===== config.mk =====
export PLATFORM = sky130hd
export DESIGN_NAME = mult_tree_gather
export DESIGN_NICKNAME = d
export VERILOG_FILES = /design/src/rtl/mult_tree_pkg.sv /design/src/rtl/fp64_nan_detect.sv /design/src/rtl/mult_tree_gather.sv
export SDC_FILE = /design/constraint.sdc
export NUM_CORES = 1
export LEC_CHECK = 0
export ABC_AREA = 1
export CORE_AREA = 2 2 386 388
export CTS_CLUSTER_DIAMETER = 200
export DETAILED_ROUTE_END_ITERATION = 7
export DIE_AREA = 0 0 388 390
export SETUP_SLACK_MARGIN = 0.15
export SLEW_MARGIN = 40
export SYNTH_ARGS = -nofsm -noshare
export SYNTH_HDL_FRONTEND = slang
export SYNTH_SLANG_ARGS = --single-unit

===== constraint.sdc =====
create_clock -name clk -period 33.4 [get_ports clk]
set_input_delay 10.02 -clock clk [delete_from_list [all_inputs] [get_ports clk]]
set_output_delay 10.02 -clock clk [all_outputs]
set_load 0.005 [all_outputs]

===== src/rtl/mult_tree_pkg.sv =====
// mult_tree_pkg
// Shared constants and types for the fp64 product-tree gather front end.
//   FP64_ONE        : multiplicative identity used to pad unfilled lanes
//   FP64_EXP_*/MAN_*: IEEE-754 binary64 field boundaries
//   gather_state_t  : FILL (collecting beats) / SEND (presenting a group)
package mult_tree_pkg;

  localparam logic [63:0] FP64_ONE     = 64'h3FF0000000000000;
  localparam int          FP64_EXP_MSB = 62;
  localparam int          FP64_EXP_LSB = 52;
  localparam int          FP64_MAN_MSB = 51;

  typedef enum logic [0:0] {
    FILL = 1'b0,
    SEND = 1'b1
  } gather_state_t;

endpackage


===== src/rtl/fp64_nan_detect.sv =====
// fp64_nan_detect
// Combinational NaN classifier for one IEEE-754 double.
// Ports:
//   data   in  64  candidate value
//   is_nan out 1   exponent all ones and mantissa non-zero (quiet or signalling)
module fp64_nan_detect
  import mult_tree_pkg::*;
(
  input  logic [63:0] data,
  output logic        is_nan
);

  // The sign bit does not affect the classification.
  logic unused_sign;
  assign unused_sign = data[63];

  assign is_nan = (&data[FP64_EXP_MSB:FP64_EXP_LSB]) && (|data[FP64_MAN_MSB:0]);

endmodule


===== src/rtl/mult_tree_gather.sv =====
// mult_tree_gather
// Collects a serial stream of fp64 values into NUM parallel lanes and presents
// the whole group in one cycle to the product tree. Lanes not written by the
// stream hold 1.0, so a short group multiplies out to the product of its
// filled lanes only.
//
// Optional feature: define MULT_GATHER_NAN_CHECK_EN to flag groups that
// contained a NaN on m_nan. Without it m_nan is constant 0 and no detector
// is built; the port list is the same either way.
//
// Ports:
//   clk           in   1               rising-edge clock
//   rst           in   1               asynchronous active-high reset
//   s_tdata       in   DATA_WIDTH      stream element
//   s_tvalid      in   1               stream element valid
//   s_tlast       in   1               last element of the group
//   s_tready      out  1               gather accepts (high in FILL only)
//   m_data        out  NUM*DATA_WIDTH  lane k at [k*DATA_WIDTH +: DATA_WIDTH]
//   m_lane_valid  out  NUM             lane k was written by the stream
//   m_tvalid      out  1               group valid, held until m_tready
//   m_tready      in   1               downstream takes the group
//   m_split       out  1               group closed by lane limit, not s_tlast
//   m_nan         out  1               a NaN was accepted into this group
module mult_tree_gather
  import mult_tree_pkg::*;
#(
  parameter int NUM        = 14,
  parameter int DATA_WIDTH = 64
) (
  input  logic                      clk,
  input  logic                      rst,
  input  logic [DATA_WIDTH-1:0]     s_tdata,
  input  logic                      s_tvalid,
  input  logic                      s_tlast,
  output logic                      s_tready,
  output logic [NUM*DATA_WIDTH-1:0] m_data,
  output logic [NUM-1:0]            m_lane_valid,
  output logic                      m_tvalid,
  input  logic                      m_tready,
  output logic                      m_split,
  output logic                      m_nan
);

  localparam int              IDX_W    = (NUM > 1) ? $clog2(NUM) : 1;
  localparam logic [IDX_W-1:0] IDX_LAST = IDX_W'(NUM - 1);
  localparam logic [DATA_WIDTH-1:0] PAD = DATA_WIDTH'(FP64_ONE);

  gather_state_t         state_reg;
  logic [IDX_W-1:0]      idx_reg;
  logic [DATA_WIDTH-1:0] lane_reg [NUM];
  logic [NUM-1:0]        mask_reg;
  logic                  split_reg;

  logic beat;
  logic handshake;

  // Ready and valid depend on state only, so there is no combinational
  // path from s_tvalid to s_tready.
  assign s_tready  = (state_reg == FILL);
  assign m_tvalid  = (state_reg == SEND);
  assign beat      = s_tvalid & s_tready;
  assign handshake = m_tvalid & m_tready;

  // Control: state, write index, split flag.
  // The index returns to 0 as soon as a group closes, so it never has to
  // count past NUM-1 even when NUM is a power of two.
  always_ff @(posedge clk or posedge rst) begin
    if (rst) begin
      state_reg <= FILL;
      idx_reg   <= '0;
      split_reg <= 1'b0;
    end else begin
      case (state_reg)
        FILL: begin
          if (beat) begin
            if (s_tlast || (idx_reg == IDX_LAST)) begin
              state_reg <= SEND;
              idx_reg   <= '0;
              split_reg <= ~s_tlast;
            end else begin
              idx_reg <= idx_reg + 1'b1;
            end
          end
        end
        SEND: begin
          if (m_tready) begin
            state_reg <= FILL;
            split_reg <= 1'b0;
          end
        end
        default: begin
          state_reg <= FILL;
          idx_reg   <= '0;
          split_reg <= 1'b0;
        end
      endcase
    end
  end

  // Lane registers and their valid bits. Each lane loads only when the
  // write index points at it and re-pads to 1.0 once the group is taken.
  generate
    for (genvar gi = 0; gi < NUM; gi++) begin : g_lane
      always_ff @(posedge clk or posedge rst) begin
        if (rst) begin
          lane_reg[gi] <= PAD;
          mask_reg[gi] <= 1'b0;
        end else if (handshake) begin
          lane_reg[gi] <= PAD;
          mask_reg[gi] <= 1'b0;
        end else if (beat && (idx_reg == IDX_W'(gi))) begin
          lane_reg[gi] <= s_tdata;
          mask_reg[gi] <= 1'b1;
        end
      end

      assign m_data[gi*DATA_WIDTH +: DATA_WIDTH] = lane_reg[gi];
    end
  endgenerate

  assign m_lane_valid = mask_reg;
  assign m_split      = split_reg;

`ifdef MULT_GATHER_NAN_CHECK_EN
  logic beat_nan;
  logic nan_reg;

  fp64_nan_detect u_nan_detect (
    .data   (s_tdata),
    .is_nan (beat_nan)
  );

  // Sticky for the group being filled; cleared when the group is taken.
  always_ff @(posedge clk or posedge rst) begin
    if (rst) begin
      nan_reg <= 1'b0;
    end else if (handshake) begin
      nan_reg <= 1'b0;
    end else if (beat && beat_nan) begin
      nan_reg <= 1'b1;
    end
  end

  assign m_nan = nan_reg;
`else
  assign m_nan = 1'b0;
`endif

endmodule

# After elaboration in Yosys (flattened, before gate mapping)
# Cells that the tools add are included.
[word_totals]
ff_bits = 916
latchBits = 0
ramBits = 0
mem_bits_ro = 0
input_bits = 69
output_inout_bits = 914
word_cells = 149
memories = 0
[classes]
n_addsub = 1
multipliers = 0
n_div = 0
order_cmp = 0
eq_ne = 16
shifts = 0
n_mux = 65
n_bitwise = 4
n_reduce_logical = 32
[ops]
columns = ["operator", "n"]
rows = [
  ["$mux W64", 28],
  ["$mux W1", 34],
  ["$reduce_bool A2 Y1", 14],
  ["$eq A4 B4 Y1 const B", 6],
  ["$eq A4 B3 Y1 const B", 4],
  ["$logic_and A1 B1 Y1", 14],
  ["$eq A4 B2 Y1 const B", 2],
  ["$add A4 B1 Y4 const B", 1],
  ["$eq A4 B1 Y1 const B", 1],
  ["$logic_not A4 Y1", 1],
  ["$mux W4", 1],
  ["$ne A2 B1 Y1 const B", 2],
  ["$pmux W1 S2", 2],
  ["$reduce_and A3 Y1", 1],
  ["$and A1 B1 Y1", 2],
  ["$ne A2 B2 Y1 const B", 1],
  ["$not A1 Y1", 2],
  ["$reduce_and A2 Y1", 1],
  ["$logic_or A1 B1 Y1", 1],
]

# Longest topological paths before layout
# Gate-level depths: netlist of run 1.
[logic_depth]
word_depth = 5
depth_mapped = 9
mapped_depth_nobuf = 7

# Worst setup path before layout of run 1
# Ideal clock, no wire load.
[synth_path]
kind = "input to register"
startpoint = "input port s_tvalid"
endpoint = "register lane_reg, in the netlist m_data[585]"
setup_ps = 117
t_arrival_ps = 11098
required_time_ps = 33283
path_slack_ps = 22185
path_stages = 7
path_buffers = 2
path_cell_list = "buf_2 nand3_1 nor2_2 nor2_2 clkbuf_1 nand2_1 nand2_1"
[synth_via]
elab_chain_len = 3
[synth_rtl]
columns = ["element", "line", "source"]
rows = [
  ["start, declared", "mult_tree_gather.sv:33", "input logic s_tvalid,"],
  ["$and A1 B1 Y1", "mult_tree_gather.sv:61", "assign beat = s_tvalid & s_tready;"],
  ["$logic_and A1 B1 Y1", "mult_tree_gather.sv:111", "end else if (beat && (idx_reg == IDX_W'(gi))) begin"],
  ["$reduce_bool A2 Y1 (no source line)", "--", ""],
  ["end signal, assigned by index", "mult_tree_gather.sv:112", "lane_reg[gi] <= s_tdata;"],
  ["end, declared", "mult_tree_gather.sv:50", "logic [DATA_WIDTH-1:0] lane_reg [NUM];"],
]
# Every way passes these cells.
# A chain may end at the register's enable or synchronous reset.

==> load_flow_metrics.sql, run 1 <==
INSERT INTO impl_metrics (metric_group, metric, value, unit) VALUES
('finish', 'post_route_insts_no_fill', '7048', ''),
('flow_run', 'drv_cap', '0', ''),
('worst_setup_path', 'crit_chain', 'clkdlybuf4s50_1 -> clkinvlp_4 -> buf_12 -> buf_6 -> buf_6 -> buf_6 -> buf_4 -> buf_12 -> buf_6', ''),
('worst_setup_path', 'crit_arrival', '14.07', 'ns'),
('clock_network', 'post_cts_buffers', '0', ''),
('timing', 'min_period', '13.33', 'ns'),
('grt', 'groute.usage.overall', '20.56', '%'),
('timing', 'timing.clock.skew', '0.03334', 'ns'),
('worst_setup_path', 'crit_fanout', '76', ''),
('finish', 'fillers', '14990', ''),
('grt', 'pin_count_of_the_biggest_net_entering_global_routing', '90', ''),
('synth', 'synth_xor_area_share', '0.02453', '%'),
('pwr', 'power.switching_fraction', '29.95', '%'),
('timing', 'max_slew_margin', '43.56', '%'),
('placement', 'gp_congestion', '0.8227', ''),
('grt', 'grt_first_pass_wirelength', '225800', 'um'),
('timing', 'report.final.hold_viol_count', '0', ''),
('synth', 'synth.mux.area_fraction', '0', '%'),
('timing', 'achievable-frequency', '75.04', 'MHz'),
('worst_setup_path', 'setup.worst_path.end_class', 'asynchronous set/reset pin', ''),
('hold_path', 'worst_hold_path_depth', '2', ''),
('placement', 'hpwlAfterDp', '106700', 'um'),
('grt', 'via_count_of_the_first_global_routing_pass', '30810', ''),
('clock_network', 'deepest_level_of_the_cts_h_tree', '3', ''),
('route', 'routed_wire_length_per_instance', '22.63', 'um'),
('floorplanning', 'design.die.area', '151300', 'um^2'),
('finish', 'fin_area', '51410', 'um^2'),
('clock_network', 'clock-root-buffer', 'clkbuf_16', ''),
('worst_setup_path', 'critical_path_class', 'primary input to asynchronous set/reset pin', ''),
('grt', 'grt_antenna_before_repair', '15', ''),
('synth', 'syn_area', '35700', 'um^2'),
('synth', 'synth_top_family_by_area', 'simple AND/OR/NAND/NOR gates', ''),
('clock_network', 'clock_sinks', '916', ''),
('floorplanning', 'design.core.area', '147100', 'um^2'),
('timing', 'timing.final.ws_setup', '20.07', 'ns'),
('route', 'via_count', '31270', ''),
('floorplanning', 'fp-row-count', '141', ''),
('floorplanning', 'boundaryPins', '983', ''),
('pwr', 'internal_pwr_total', '0.002406', 'W'),
('synth', 'synth_top_cell_by_area', 'dfrtp_1', ''),
('synth', 'synthesis.yosys.warnings', '0', ''),
('timing', 'post-route-period-util', '39.90', '%'),
('placement', 'placedInstanceArea', '47980', 'um^2'),
('worst_setup_path', 'critical_path.reg2reg.endpoint', 'm_data[412]', ''),
('hold_path', 'worstHoldStart', 'm_data[886]', ''),
('worst_setup_path', 'r2r-start', 'idx_reg[0]', ''),
('synth', 'synth_sequential_area_ratio', '64.70', '%'),
('outcome', 'run_status', 'complete, no violations', ''),
('pwr', 'switchingPower', '0.001029', 'W'),
('grt', 'globalRoute.totalOverflow', '0', ''),
('placement', 'placedCellCount', '6860', ''),
('route', 'drt_iter0_drc', '2652', ''),
('worst_setup_path', 'cell_occurring_most_often_along_the_worst_timing_path', 'buf_6', ''),
('synth', 'synth_simple_gate_area_share', '31.00', '%'),
('finish', 'largest_register_ff_count', '896', ''),
('hold_path', 'min_to', 'm_data[886]', ''),
('clock_network', 'clkTransAtPathRegs', '0.06', 'ns'),
('clock_network', 'cts_tree', 'done', ''),
('timing', 'fin_setup_tns', '0', 'ns'),
('route', 'first_pass_iters', '7', ''),
('worst_setup_path', 'r2r_cells', '9', ''),
('synth', 'compound_cell_area_share_of_the_yosys_netlist', '0.1542', '%'),
('finish', 'layout-drive-gt1-share', '9.173', '%'),
('placement', 'io_buffers', '981', ''),
('clock_network', 'clk-insertion-delay-late', '0.71', 'ns'),
('worst_setup_path', 'critical_path_required', '34.14', 'ns'),
('synth', 'synthTopCellsByArea', 'dfrtp_1, nand2_1, dfstp_2, nand3_1, buf_2', ''),
('worst_setup_path', 'critPathSlowestCell', 'buf_6', ''),
('timing', 'worst-slew-pin-transition', '0.8410', 'ns'),
('route', 'detail_route.vias_per_cell', '4.437', ''),
('timing', 'maxSlewViolCount', '0', '');
cell usage in the layout, fill, tap and decap left out, drive strengths merged:
cell	count
or2	10
nand2	2613
conb	1
inv	71
nand4	1
ha	4
bufinv	5
o21ai	10
dfrtp	776
clkbuf	149
clkinvlp	6
dfstp	140
nand3	142
buf	91
xor2	1
a21oi	1
diode	5
clkinv	19
clkdlybuf4s50	981
nor2	92
cells in the mapped netlist (all sizes together):
cell type  count
dfstp        140
o21ai         10
ha             4
or2           10
a21oi          1
xor2           1
dfrtp        776
nand2       2613
nor2          92
clkbuf       106
inv           69
nand3        142
buf          152
conb           1
nand4          1
logic make-up (layout without fill, tap and decap cells):
family | count (synthesis) | in the layout
compound gates | 11 | 11
xor+xnor | 1 | 1
fa+ha+maj | 4 | 4
buf+inv | 327 | 1322
flops | 916 | 916
other cells | 1 | 6
simple gates | 2858 | 2858
routing by layer:
metal  track usage, %  wire length (um)  up-vias
met4            8.426              6109        0
met2            34.02             76060     1372
met5                0                 0        -
met3            5.432             12910      275
li1                 -                 -    14210
met1            25.40             64380    15410
worst max-delay path by stage:
stage | startpoint | to | cells past startpoint
4_1_cts | rst | m_data[859] | 7
3_3_place_gp | rst | m_data[146] | 7
5_1_grt | rst | m_data[466] | 9
2_1_floorplan | rst | idx_reg[0] | 1
6_report | rst | m_data[74] | 9
3_5_place_dp | rst | m_data[731] | 7
power groups by stage:
stage	Clock (W)	Combinational (W)	Sequential, W
2_1_floorplan	0	0.000257	0.00147
5_1_grt	0.00119	0.000918	0.00148
3_3_place_gp	0	0.000842	0.00146
4_1_cts	0.00115	0.000861	0.00145
6_report	0.00113	0.000850	0.00146
3_5_place_dp	0	0.000858	0.00147
cell type report:
cell class	instances	area [um^2]	area share, %
sequential	916	23100	44.93
multi-input combinational	2875	11490	22.36
timing repair buffer	1072	10800	21.01
clock buffer	149	2938	5.714
tap	1930	2415	4.697
clock inverter	32	385.4	0.7496
inverter	69	267.8	0.5208
antenna	5	12.51	0.02434
per-stage QoR:
| stage | total power (W) | hold slack (ns) | util [%] |
|---|---|---|---|
| final | 0.003435 | 0.4610 | 34.94 |
| after global placement | 0.002306 | 0.4520 | 32.32 |
| after CTS | 0.003465 | 0.4651 | 34.87 |
| after floorplan | 0.001730 | 0.4515 | - |
| after detailed placement | 0.002326 | 0.4556 | 32.61 |
| after global routing | 0.003588 | 0.4789 | 34.94 |
worst reg2reg max path, stage by stage, from the launching register on:
cell,delay (ns)
dfrtp_1,0.42
inv_1,0.12
ha_1,0.24
nand3_1,0.30
nor2_4,0.51
buf_4,0.66
nor2_4,0.32
buf_4,0.42
nand2_1,0.20
nand2_1,0.05
No activity file was read; power rests on OpenSTA's default activity.
==> run 2, diff against run 1 <==
Clock period 33.4 ns to 11.1 ns, I/O delays scaled along.
==> run 2 against run 1 <==
Core utilization is 0.13 points higher. Flip-flop and latch count stayed put. Cell count stayed put. Largest power group unchanged.
==> load_flow_metrics.sql, run 2 (same netlist as run 1, synthesis figures left out) <==
INSERT INTO impl_metrics (metric_group, metric, value, unit) VALUES
('clock_network', 'postCtsResizedCells', '0', ''),
('finish', 'finish.utilization', '35.07', '%'),
('route', 'detail_route.vias_per_cell', '4.440', ''),
('worst_setup_path', 'crit_chain', 'clkdlybuf4s50_1 -> nand2_4 -> inv_6 -> buf_6 -> nor2_4 -> buf_4 -> nand2_1 -> nand2_1', ''),
('timing', 'max_slew_margin', '44.02', '%'),
('finish', 'syn_to_final_growth', '44.54', '%'),
('finish', 'fillers', '14940', ''),
('floorplanning', 'boundaryPins', '983', ''),
('worst_setup_path', 'critical_path_required', '11.73', 'ns'),
('worst_setup_path', 'critical_path.startpoint', 'm_tready', ''),
('clock_network', 'cts_tree', 'done', ''),
('clock_network', 'clock-root-buffer', 'clkbuf_16', ''),
('clock_network', 'clock_path_buffers', '3', ''),
('route', 'route.final.wire_length', '160900', 'um'),
('flow_run', 'drv_cap', '0', ''),
('timing', 'report.final.hold_viol_count', '0', ''),
('placement', 'hpwlAfterDp', '107300', 'um'),
('worst_setup_path', 'cp_top_delay_family', 'buffers and inverters', ''),
('clock_network', 'cts-buffers-inserted', '102', ''),
('timing', 'fin_setup_tns', '0', 'ns'),
('route', 'routedLengthMet1', '63300', 'um'),
('hold_path', 'worst_hold_path_depth', '2', ''),
('grt', 'grt_antenna_before_repair', '13', ''),
('clock_network', 'cts_hold_buffers', '0', ''),
('worst_setup_path', 'cell_occurring_most_often_along_the_worst_timing_path', 'nand2_1', ''),
('timing', 'worst-slew-pin-transition', '0.8397', 'ns'),
('finish', 'layout.cells.most_common', 'nand2_1', ''),
('worst_setup_path', 'crit_arrival', '6.63', 'ns'),
('clock_network', 'clk-insertion-delay-late', '0.73', 'ns'),
('clock_network', 'clock_sinks', '916', ''),
('grt', 'via_count_of_the_first_global_routing_pass', '30790', ''),
('floorplanning', 'design.die.area', '151300', 'um^2'),
('timing', 'min_period', '5.995', 'ns'),
('floorplanning', 'die_x', '388', 'um'),
('route', 'dr_wl_met3', '14110', 'um'),
('finish', 'layout-drive-gt1-share', '9.215', '%'),
('route', 'detailroute.wirelength.met2', '76590', 'um'),
('worst_setup_path', 'crit_fanout', '51', ''),
('placement', 'gp_congestion', '0.8341', ''),
('worst_setup_path', 'cp_num_buf_inv', '4', ''),
('pwr', 'max-vdd-ir-drop', '0.1293', 'mV'),
('timing', 'achievable-frequency', '166.8', 'MHz'),
('pwr', 'p_total', '0.01049', 'W'),
('floorplanning', 'die-height', '390', 'um'),
('clock_network', 'clkTransAtPathRegs', '0.06', 'ns'),
('floorplanning', 'design.core.area', '147100', 'um^2'),
('worst_setup_path', 'r2r_cells', '7', ''),
('route', 'first_pass_iters', '7', ''),
('worst_setup_path', 'critPathSlowestCell', 'nor2_4', ''),
('route', 'drt_iter0_drc', '2603', ''),
('worst_setup_path', 'setup.worst_path.end_class', 'flip-flop', ''),
('placement', 'placedInstanceArea', '47970', 'um^2'),
('route', 'highest_signal_layer_in_the_routed_design', 'met4', ''),
('worst_setup_path', 'critical_path_class', 'primary input to flip-flop', ''),
('grt', 'pin_count_of_the_biggest_net_entering_global_routing', '152', ''),
('timing', 'setup_viol', '0', ''),
('worst_setup_path', 'cpPeakStageDelay', '0.63', 'ns'),
('finish', 'fin_area', '51600', 'um^2'),
('timing', 'timing.clock.skew', '0.03247', 'ns'),
('placement', 'io_buffers', '981', ''),
('floorplanning', 'fp-row-count', '141', ''),
('worst_setup_path', 'timing.critical_path.from_type', 'primary input', ''),
('timing', 'maxSlewViolCount', '0', ''),
('grt', 'groute.usage.overall', '20.76', '%'),
('route', 'routed_wire_length_per_instance', '22.83', 'um'),
('floorplanning', 'effective_utilization_at_floorplan', '24.26', '%'),
('route', 'via_count', '31300', ''),
('clock_network', 'deepest_level_of_the_cts_h_tree', '3', ''),
('timing', 'rsz0062_at_grt', 'no', ''),
('clock_network', 'post_cts_buffers', '0', ''),
('hold_path', 'hold_path.class', 'flip-flop to flip-flop', ''),
('worst_setup_path', 'r2r-start', 'm_tvalid', ''),
('hold_path', 'worstHoldStart', 'm_data[890]', ''),
('finish', 'final_nets', '5102', ''),
('grt', 'globalRoute.totalOverflow', '0', ''),
('pwr', 'power.density_cell_area', '203.3', 'nW/um^2'),
('outcome', 'run_status', 'complete, no violations', ''),
('pwr', 'leakage', '26.19', 'nW'),
('finish', 'layout_common_cells', 'nand2_1, clkdlybuf4s50_1, dfrtp_1', ''),
('grt', 'grt_first_pass_wirelength', '228500', 'um'),
('finish', 'largest_register_ff_count', '896', ''),
('route', 'drc', '0', ''),
('worst_setup_path', 'crit_cells', '8', ''),
('timing', 'post-route-period-util', '54.01', '%'),
('route', 'route.antenna.remaining_nets', '0', '');
run 2: worst paths after layout:
| check | end | slack [ns] |
|---|---|---|
| setup / recovery | m_data[623] | 5.10 |
| hold / removal | m_data[890] | 0.46 |
| setup reg to reg | m_data[623] | 7.66 |
| hold reg to reg | m_data[890] | 0.46 |
| max in group asynchronous | m_data[851] | 6.10 |
| min in group asynchronous | m_data[414] | 3.13 |
run 2: routing by layer:
metal	GRT usage (%)	vias to the layer above
met3	5.988	304
met1	25.07	15370
met2	34.30	1406
met5	0	-
li1	-	14210
met4	9.310	0
run 2: final cells by class:
cell class	instances	area, um^2	area share, %
inverters	69	267.8	0.5189
clock inverters	33	470.5	0.9117
well taps	1930	2415	4.680
diodes	7	17.52	0.03395
repair buffers	1065	10760	20.85
multi-input cells	2875	11510	22.30
flip-flops and latches	916	23100	44.76
clock buffers	153	3067	5.943
run 2: stage by stage:
stage          setup slack [ns]  hold WS [ns]  cells
4_1_cts                   4.860        0.4625   7039
5_1_grt                   4.892        0.4790   7047
3_3_place_gp              4.235        0.4522   6844
3_5_place_dp              4.069        0.4533   6853
6_report                  5.105        0.4611   7048
2_1_floorplan            -4.719        0.4515   4118
run 2: where the power goes:
part	total, W	switching (W)	leakage, nW	internal, W
registers	0.00439	0.000355	12.2	0.00403
logic	0.00254	0.00129	12.3	0.00125
clock network	0.00356	0.00149	1.73	0.00208
run 2: worst reg2reg max path, stage by stage, from the launching register on:
cell and delay (ns):
dfrtp_1 0.50, nand2_4 0.48, inv_6 0.44, buf_6 0.43, nor2_4 0.67, buf_4 0.55, nand2_1 0.20, nand2_1 0.09
